--- src/rtl/mem_stage.sv ---
// MEM pipeline stage: holds one EXE payload, extracts/merges load data, hands off to WB.
// Optional MS_RDATA_BUFFER_EN keeps SRAM read data stable across WB backpressure.
module mem_stage (
    input  logic        clk,
    input  logic        reset,
    input  logic        es_to_ms_valid,
    input  logic [70:0] es_to_ms_bus,
    input  logic [6:0]  es_load_mem_bus,
    input  logic [31:0] es_rt_value,
    input  logic        flush,
    input  logic        ws_allowin,
    input  logic [31:0] data_sram_rdata,
    output logic        ms_allowin,
    output logic        ms_to_ws_valid,
    output logic [69:0] ms_to_ws_bus,
    output logic        ms_write_reg,
    output logic [4:0]  ms_reg_dest,
    output logic [31:0] ms_to_ds_bus,
    output logic        ms_read_mem_stall
);

    typedef struct packed {
        logic        res_from_mem;
        logic        gr_we;
        logic [4:0]  dest;
        logic [31:0] alu_result;
        logic [31:0] pc;
    } es_ms_t;

    typedef struct packed {
        logic [1:0] width;
        logic       sign;
        logic [1:0] lr;
        logic [1:0] addr;
    } ld_t;

    logic        ms_valid;
    logic        ms_ready_go;
    es_ms_t      ms;
    ld_t         ld;
    logic [31:0] ms_rt;
    logic [31:0] rd;
    logic [31:0] final_result;
    logic [15:0] hsel;
    logic [7:0]  bsel;

    assign ms_allowin     = ~ms_valid | (ms_ready_go & ws_allowin);
    assign ms_to_ws_valid = ms_valid & ms_ready_go;

    always_ff @(posedge clk) begin
        if (reset)
            ms_valid <= 1'b0;
        else if (flush)
            ms_valid <= 1'b0;
        else if (ms_allowin)
            ms_valid <= es_to_ms_valid;
    end

    // Payload is qualified by ms_valid everywhere it matters, so no reset here.
    always_ff @(posedge clk) begin
        if (es_to_ms_valid && ms_allowin) begin
            ms    <= es_to_ms_bus;
            ld    <= es_load_mem_bus;
            ms_rt <= es_rt_value;
        end
    end

`ifdef MS_RDATA_BUFFER_EN
    logic        buf_valid;
    logic [31:0] rdata_buf;
    logic        capture;
    logic        leave;

    assign capture = ms_valid & ms.res_from_mem & ~buf_valid;
    assign leave   = ms_to_ws_valid & ws_allowin;

    always_ff @(posedge clk) begin
        if (reset || flush || leave)
            buf_valid <= 1'b0;
        else if (capture)
            buf_valid <= 1'b1;
    end

    always_ff @(posedge clk) begin
        if (capture)
            rdata_buf <= data_sram_rdata;
    end

    // The live SRAM data is correct in the capture cycle, so loads never wait.
    assign ms_ready_go = ~ms.res_from_mem | buf_valid | capture;
    assign rd          = buf_valid ? rdata_buf : data_sram_rdata;
`else
    assign ms_ready_go = 1'b1;
    assign rd          = data_sram_rdata;
`endif

    always_comb begin
        hsel = ld.addr[1] ? rd[31:16] : rd[15:0];
        case (ld.addr)
            2'd0:    bsel = rd[7:0];
            2'd1:    bsel = rd[15:8];
            2'd2:    bsel = rd[23:16];
            default: bsel = rd[31:24];
        endcase
    end

    always_comb begin
        final_result = rd;
        if (!ms.res_from_mem) begin
            final_result = ms.alu_result;
        end else begin
            case (ld.width)
                2'b11: final_result = rd;
                2'b10: final_result = {{16{ld.sign & hsel[15]}}, hsel};
                2'b01: final_result = {{24{ld.sign & bsel[7]}}, bsel};
                default: begin
                    // Unaligned word merge; lr 00/11 falls through to raw rdata.
                    if (ld.lr == 2'b10) begin
                        case (ld.addr)
                            2'd0:    final_result = {rd[7:0],  ms_rt[23:0]};
                            2'd1:    final_result = {rd[15:0], ms_rt[15:0]};
                            2'd2:    final_result = {rd[23:0], ms_rt[7:0]};
                            default: final_result = rd;
                        endcase
                    end else if (ld.lr == 2'b01) begin
                        case (ld.addr)
                            2'd0:    final_result = rd;
                            2'd1:    final_result = {ms_rt[31:24], rd[31:8]};
                            2'd2:    final_result = {ms_rt[31:16], rd[31:16]};
                            default: final_result = {ms_rt[31:8],  rd[31:24]};
                        endcase
                    end
                end
            endcase
        end
    end

    assign ms_to_ws_bus      = {ms.gr_we, ms.dest, final_result, ms.pc};
    assign ms_write_reg      = ms.gr_we & ms_valid;
    assign ms_reg_dest       = ms.dest;
    assign ms_to_ds_bus      = final_result;
    assign ms_read_mem_stall = ms_valid & ms.res_from_mem & ~ms_ready_go;

endmodule

--- config.mk ---
export PLATFORM = sky130hd
export DESIGN_NAME = mem_stage
export DESIGN_NICKNAME = d
export VERILOG_FILES = /design/src/rtl/mem_stage.sv
export SDC_FILE = /design/constraint.sdc
export NUM_CORES = 1
export LEC_CHECK = 0
export BUFFER_PORTS_ARGS = -buffer_cell sky130_fd_sc_hd__buf_2
export CAP_MARGIN = 10
export CORE_ASPECT_RATIO = 1.5
export CORE_UTILIZATION = 45
export CTS_CLUSTER_DIAMETER = 150
export DETAILED_ROUTE_END_ITERATION = 12
export PLACE_DENSITY = 0.73
export SYNTH_ARGS = -nofsm -noshare
export SYNTH_HDL_FRONTEND = slang
export SYNTH_SLANG_ARGS = --single-unit
--- constraint.sdc ---
create_clock -name clk -period 4.15 [get_ports clk]
set_clock_uncertainty 0.2 [all_clocks]
set_input_delay 0.2075 -clock clk [delete_from_list [all_inputs] [get_ports clk]]
set_output_delay 0.2075 -clock clk [all_outputs]
set_load 0.05 [all_outputs]
=== Yosys cells after proc, flatten, opt, wreduce, memory -nomap -nowiden ===
Index checks and enable logic that the tools add are counted.
Widths: inputs -> output; s select.

* Bits in latches: 0
* RAM bits: 0
* Bits in read-only memories: 0
* Input port bits: 147
* Output and inout port bits: 111
* Register bits: 111
* Logic and storage cells: 34
* Memories kept: 0

* Div/mod/pow operators: 0
* Reductions and logical operators: 3
* Eq/ne operators: 7
* Multiply operators: 0
* Shifts and indexed selects: 0
* Bitwise operators: 5
* $add $sub $neg: 0
* Magnitude comparators: 0
* Multiplexer cells: 8

{| class="wikitable"
|+ Operators with widths
! cell !! count
|-
| $pmux 32 s3 || 3
|-
| $mux 32 || 3
|-
| $pmux 8 s3 || 1
|-
| $mux 16 || 1
|-
| $eq 2x2->1 const B || 4
|-
| $eq 2x1->1 const B || 3
|-
| $and 1x1->1 || 3
|-
| $logic_not 2->1 || 1
|-
| $reduce_or 2->1 || 1
|-
| $logic_and 1x1->1 || 1
|-
| $not 1->1 || 1
|-
| $or 1x1->1 || 1
|}

=== Longest topological paths before layout ===
* Word-level depth: 6
* Depth in mapped cells: 9
* Mapped depth without buffers: 4

=== Least setup slack after synthesis ===
No wires, ideal clock.

* Path type: flip-flop to flip-flop
* From: register ms_valid (netlist: ms_to_ws_valid)
* To: register ld[0] in the netlist's numbering (enable)
* Period minus slack after synthesis: 4.275 ns
* Buffers on the path: 0
* Setup time: 0.481 ns
* Arrival time: 3.594 ns
* Stages on the path, launching flop included: 3
* Setup slack: -0.125 ns
* Data required time: 3.469 ns
* Path through: dfxtp_1 > nand2b_1 > and2_1

* Cells in the longest elaborated chain, start to end: 3

{| class="wikitable"
|+ Ends and longest elaborated chain
! element !! line !! source
|-
| start: declaration || 37 || <nowiki>logic ms_valid;</nowiki>
|-
| start signal: assignment || 56 || <nowiki>ms_valid <= es_to_ms_valid;</nowiki>
|-
| $not 1->1 || 47 || <nowiki>assign ms_allowin = ~ms_valid | (ms_ready_go & ws_allowin);</nowiki>
|-
| $or 1x1->1 || 47 ||
|-
| net ms_allowin || 13 || <nowiki>output logic ms_allowin,</nowiki>
|-
| $logic_and 1x1->1 || 61 || <nowiki>if (es_to_ms_valid && ms_allowin) begin</nowiki>
|-
| end signal: assignment || 63 || <nowiki>ld <= es_load_mem_bus;</nowiki>
|-
| end: declaration || 40 || <nowiki>ld_t ld;</nowiki>
|}

The timed path passes the listed nets, and every way through them passes these cells.
A chain may end at the register's enable or synchronous reset.

=== Final worst setup path ===
* From: register ld[3] in the netlist's numbering
* To: output port ms_to_ds_bus[10]

* Cells in the longest elaborated chain, start to end: 5
* Elaborated cells on any way between the ends: 6
* Those cells by class: eq/ne (2); mux (4)

{| class="wikitable"
|+ Ends and longest elaborated chain
! element !! line !! source
|-
| $eq 2x1->1 || 125 || <nowiki>end else if (ld.lr == 2'b01) begin</nowiki>
|-
| $mux 32 || 125 ||
|-
| $mux 32 (*) || 118 || <nowiki>if (ld.lr == 2'b10) begin</nowiki>
|-
| $pmux 32 s3 (*) || 112 || <nowiki>case (ld.width)</nowiki>
|-
| $mux 32 (*) || 109 || <nowiki>if (!ms.res_from_mem) begin</nowiki>
|-
| end: declaration || 18 || <nowiki>output logic [31:0] ms_to_ds_bus,</nowiki>
|}

Every way passes the cells marked *; elsewhere a longest branch is shown, timed or not.

==> flow_metrics.py <==
metrics = {
    "outcome": {
        "outcome": "finished clean",
    },
    "cells_and_area": {
        "diodes": 0,
        "drive_gt1_share_pct": 31.9,
        "finalNetCount": 1140,
        "syn2layout_area_growth_pct": 31.6,
    },
    "routing": {
        "drc": 0,
        "vias_per_cell": 5.73,
        "dr_total_vias": 6887,
        "totalWireLength_um": 23500,
        "drt_iter0_markers": 608,
        "dr.pass1.iters": 6,
        "ant_nets": 0,
        "routedWlPerCell_um": 19.6,
    },
    "logic_synthesis": {
        "synthSimpleGateAreaFrac_pct": 13.4,
        "synth_seq_area_share_pct": 45.3,
        "async_flop_share_pct": 0,
        "yosys-top-cells-area": "edfxtp_1 (45%), buf_4 (8.0%), mux2i_1 (5.1%), nor2_1 (2.7%), nand2b_1 (2.6%)",
        "post_synth.cell_area_avg_um2": 10.1,
        "yosysTopAreaCellShare_pct": 45.1,
        "synth_cell_type_count": 56,
        "yosys_register_bits": 111,
        "ys_warn_count": 0,
        "synth_top_family_by_area": "compound AO/OA/AOI/OAI gates",
        "synthMuxAreaShare_pct": 6.44,
        "synth_compound_area_share_pct": 22.1,
        "synthFlopType": "edfxtp_1",
        "synth_area_leader_cell": "edfxtp_1",
        "synth_nets": 874,
        "netlist_area_um2": 7330,
        "synth-adder-area-share_pct": 0,
        "synth_cells": 727,
        "synth_xor_area_share_pct": 0,
        "synth-edff-count": 110,
    },
    "die": {
        "rows": 56,
        "initial_core_util_pct": 46.5,
        "die_h_um": 158,
        "die_w_um": 106,
        "ios": 258,
        "die_area_um2": 16800,
        "core_area_um2": 15800,
    },
    "grt": {
        "grt_pass1_wl_um": 35300,
        "antenna_found_initial": 0,
        "grt_pass1_vias": 6724,
        "grt_overflow_total": 0,
        "gr-usage-all-layers_pct": 27.6,
        "grt_max_degree": 80,
    },
    "setup_path": {
        "crit_family": "flip-flops",
        "cp_max_fo": 28,
        "critPathSlowestCell": "edfxtp_1",
        "crit_path_max_incr_delay_ps": 970,
        "crit_buf_inv": 3,
        "crit_required_ps": 3740,
        "critical_path.cell_chain": "buf_4 -> buf_4 -> nor4b_1 -> a221o_1 -> a21o_1 -> o21ai_0 -> buf_2",
        "crit_path_end_kind": "output pin",
        "start_kind": "flip-flop",
        "crit_path_frequent_cell": "buf_4",
        "arrival_ps": 3110,
        "crit_type": "flip-flop to output pin",
    },
    "sta": {
        "fin_crit_sh_pct": 84.9,
        "finalHoldViolations": 0,
        "setup_viol": 0,
        "fin_crit_ps": 3520,
        "fmax_ghz": 0.284,
        "setup_tns_ps": 0,
        "slew_viol_final": 0,
        "rsz0062_at_grt": "false",
        "relSlewSlack_pct": 36.5,
        "worst_slew_pin_slew_ps": 953,
    },
    "clock_tree": {
        "cts_repair_resize_count": 0,
        "ctsHoldBuffers": 112,
        "clkTransAtPathRegs_ps": 80,
        "clk_path_buf_depth": 2,
        "cts_buffers": 9,
        "clock_latency_ps": 360,
        "htreeDepth": 3,
        "post-cts-setup-buffers": 0,
        "cts-root-buf": "clkbuf_16",
        "clock-sinks": 111,
        "cts_tree": "yes",
    },
    "power_and_ir_drop": {
        "p_switching_mw": 1.20,
        "power_frac_clock_pct": 26.3,
        "switching_share_pct": 36.6,
        "power_frac_comb_pct": 32.2,
        "p_seq_share_pct": 41.5,
        "p_int_mw": 2.07,
        "leakagePower_nw": 4.01,
        "p_total_mw": 3.27,
        "vdd_drop_max_v": 0.000232,
        "power_density_nw_per_um2": 339,
    },
    "job": {
        "cap_violations": 0,
    },
    "hold_path": {
        "hp-class": "primary input to flip-flop",
    },
    "placed_design": {
        "port_buffers": 256,
        "place_hpwl_um": 16500,
        "place.gp.congestion": 0.908,
    },
}
-- layout by cell type, fill, tap and decap left out, types with 4 or more instances in the layout --
cell type / count
buf_2: 256
a211o_1: 4
o211ai_1: 13
inv_1: 23
a31oi_1: 13
nand3_1: 7
nand2b_1: 30
a2bb2oi_1: 6
nor3_1: 7
and3_1: 8
o32ai_1: 5
a211oi_1: 5
dlygate4sd3_1: 112
nor2_1: 52
o22ai_1: 18
mux2i_1: 37
a32oi_1: 7
mux2_2: 7
nand3b_1: 7
a221oi_1: 8
a31o_2: 6
clkbuf_16: 9
o221ai_1: 21
a21oi_1: 29
o21a_1: 7
o311ai_0: 7
o2bb2ai_1: 7
edfxtp_1: 110
nor4b_1: 5
a22oi_1: 4
buf_4: 24
nand2_1: 43
a21o_1: 11
nor2b_1: 19
a311oi_1: 6
a221o_1: 13
o21ai_0: 17
-- power groups by stage --
stage | sequential [mW] | combinational, mW | clock (mW)
floorplan | 1.36 | 0.779 | 0
global placement | 1.38 | 0.955 | 0
detailed placement | 1.38 | 0.959 | 0
CTS | 1.36 | 1.04 | 0.879
global route | 1.36 | 1.11 | 0.917
finish | 1.36 | 1.05 | 0.862
-- flip-flops by register name, indices dropped and copies added (netlist names) --
| register | flops |
|---|---|
| ld | 7 |
| ms_to_ws_valid | 1 |
| ms_rt | 32 |
| ms | 33 |
| ms_to_ws_bus | 33 |
| ms_reg_dest | 5 |
-- layer usage --
metal | GRT usage [%] | up-vias | wire length (um)
li1 | - | 3204 | -
met1 | 32.3 | 3200 | 8750
met2 | 48.0 | 415 | 12100
met3 | 4.54 | 68 | 1710
met4 | 15.2 | 0 | 956
met5 | 0 | - | 0
-- path summary, 6_finish.rpt --
kind | from | endpoint | slack [ps] | cells after the start
max reg2reg | ms_to_ws_valid | ms_rt[13] | 1990 | 3
max | ld[3] | ms_to_ds_bus[10] | 630 | 7
min reg2reg | ms_to_ws_valid | ms_to_ws_valid | 930 | 3
min | flush | ms_to_ws_valid | 340 | 3
-- kinds of logic after synthesis --
group | after synthesis
AO/OA/AOI/OAI | 216
buffers and inverters | 163
flip-flops | 111
multiplexers | 45
other | 1
AND/OR/NAND/NOR | 191
-- cells in the mapped netlist (16+ instances only) --
cell and number:
a21oi_1 29, nor2_1 52, mux2i_1 37, edfxtp_1 110, nor2b_1 19, clkbuf_1 36
o221ai_1 21, nand2b_1 30, buf_2 16, o22ai_1 18, nand2_1 43, buf_4 78
o21ai_0 17, inv_1 23
-- worst min-delay path, cell delays in order --
cell           delay [ps]
buf_2                  80
a211oi_1               30
dlygate4sd3_1         540
-- final cells by class --
cell class / instances / area [um2]
clock buffers: 10 / 229
inverters: 25 / 93.8
multi-input cells: 453 / 3080
repair buffers: 393 / 2600
well taps: 203 / 254
flip-flops and latches: 111 / 3320
fillers: 1343 / 6120
clock inverters: 6 / 67.6
-- per-stage QoR --
step	hold slack [ps]	cells	util (%)	setup slack [ps]	cell area, um2
2_1_floorplan	80.3	727	-	107	7330
3_3_place_gp	168	1073	52.2	1090	8230
3_5_place_dp	179	1073	52.2	1090	8230
4_1_cts	343	1201	61.2	684	9650
5_1_grt	348	1201	61.2	523	9650
6_report	341	1201	61.2	628	9650
No activity file was read; power rests on OpenSTA's default activity.
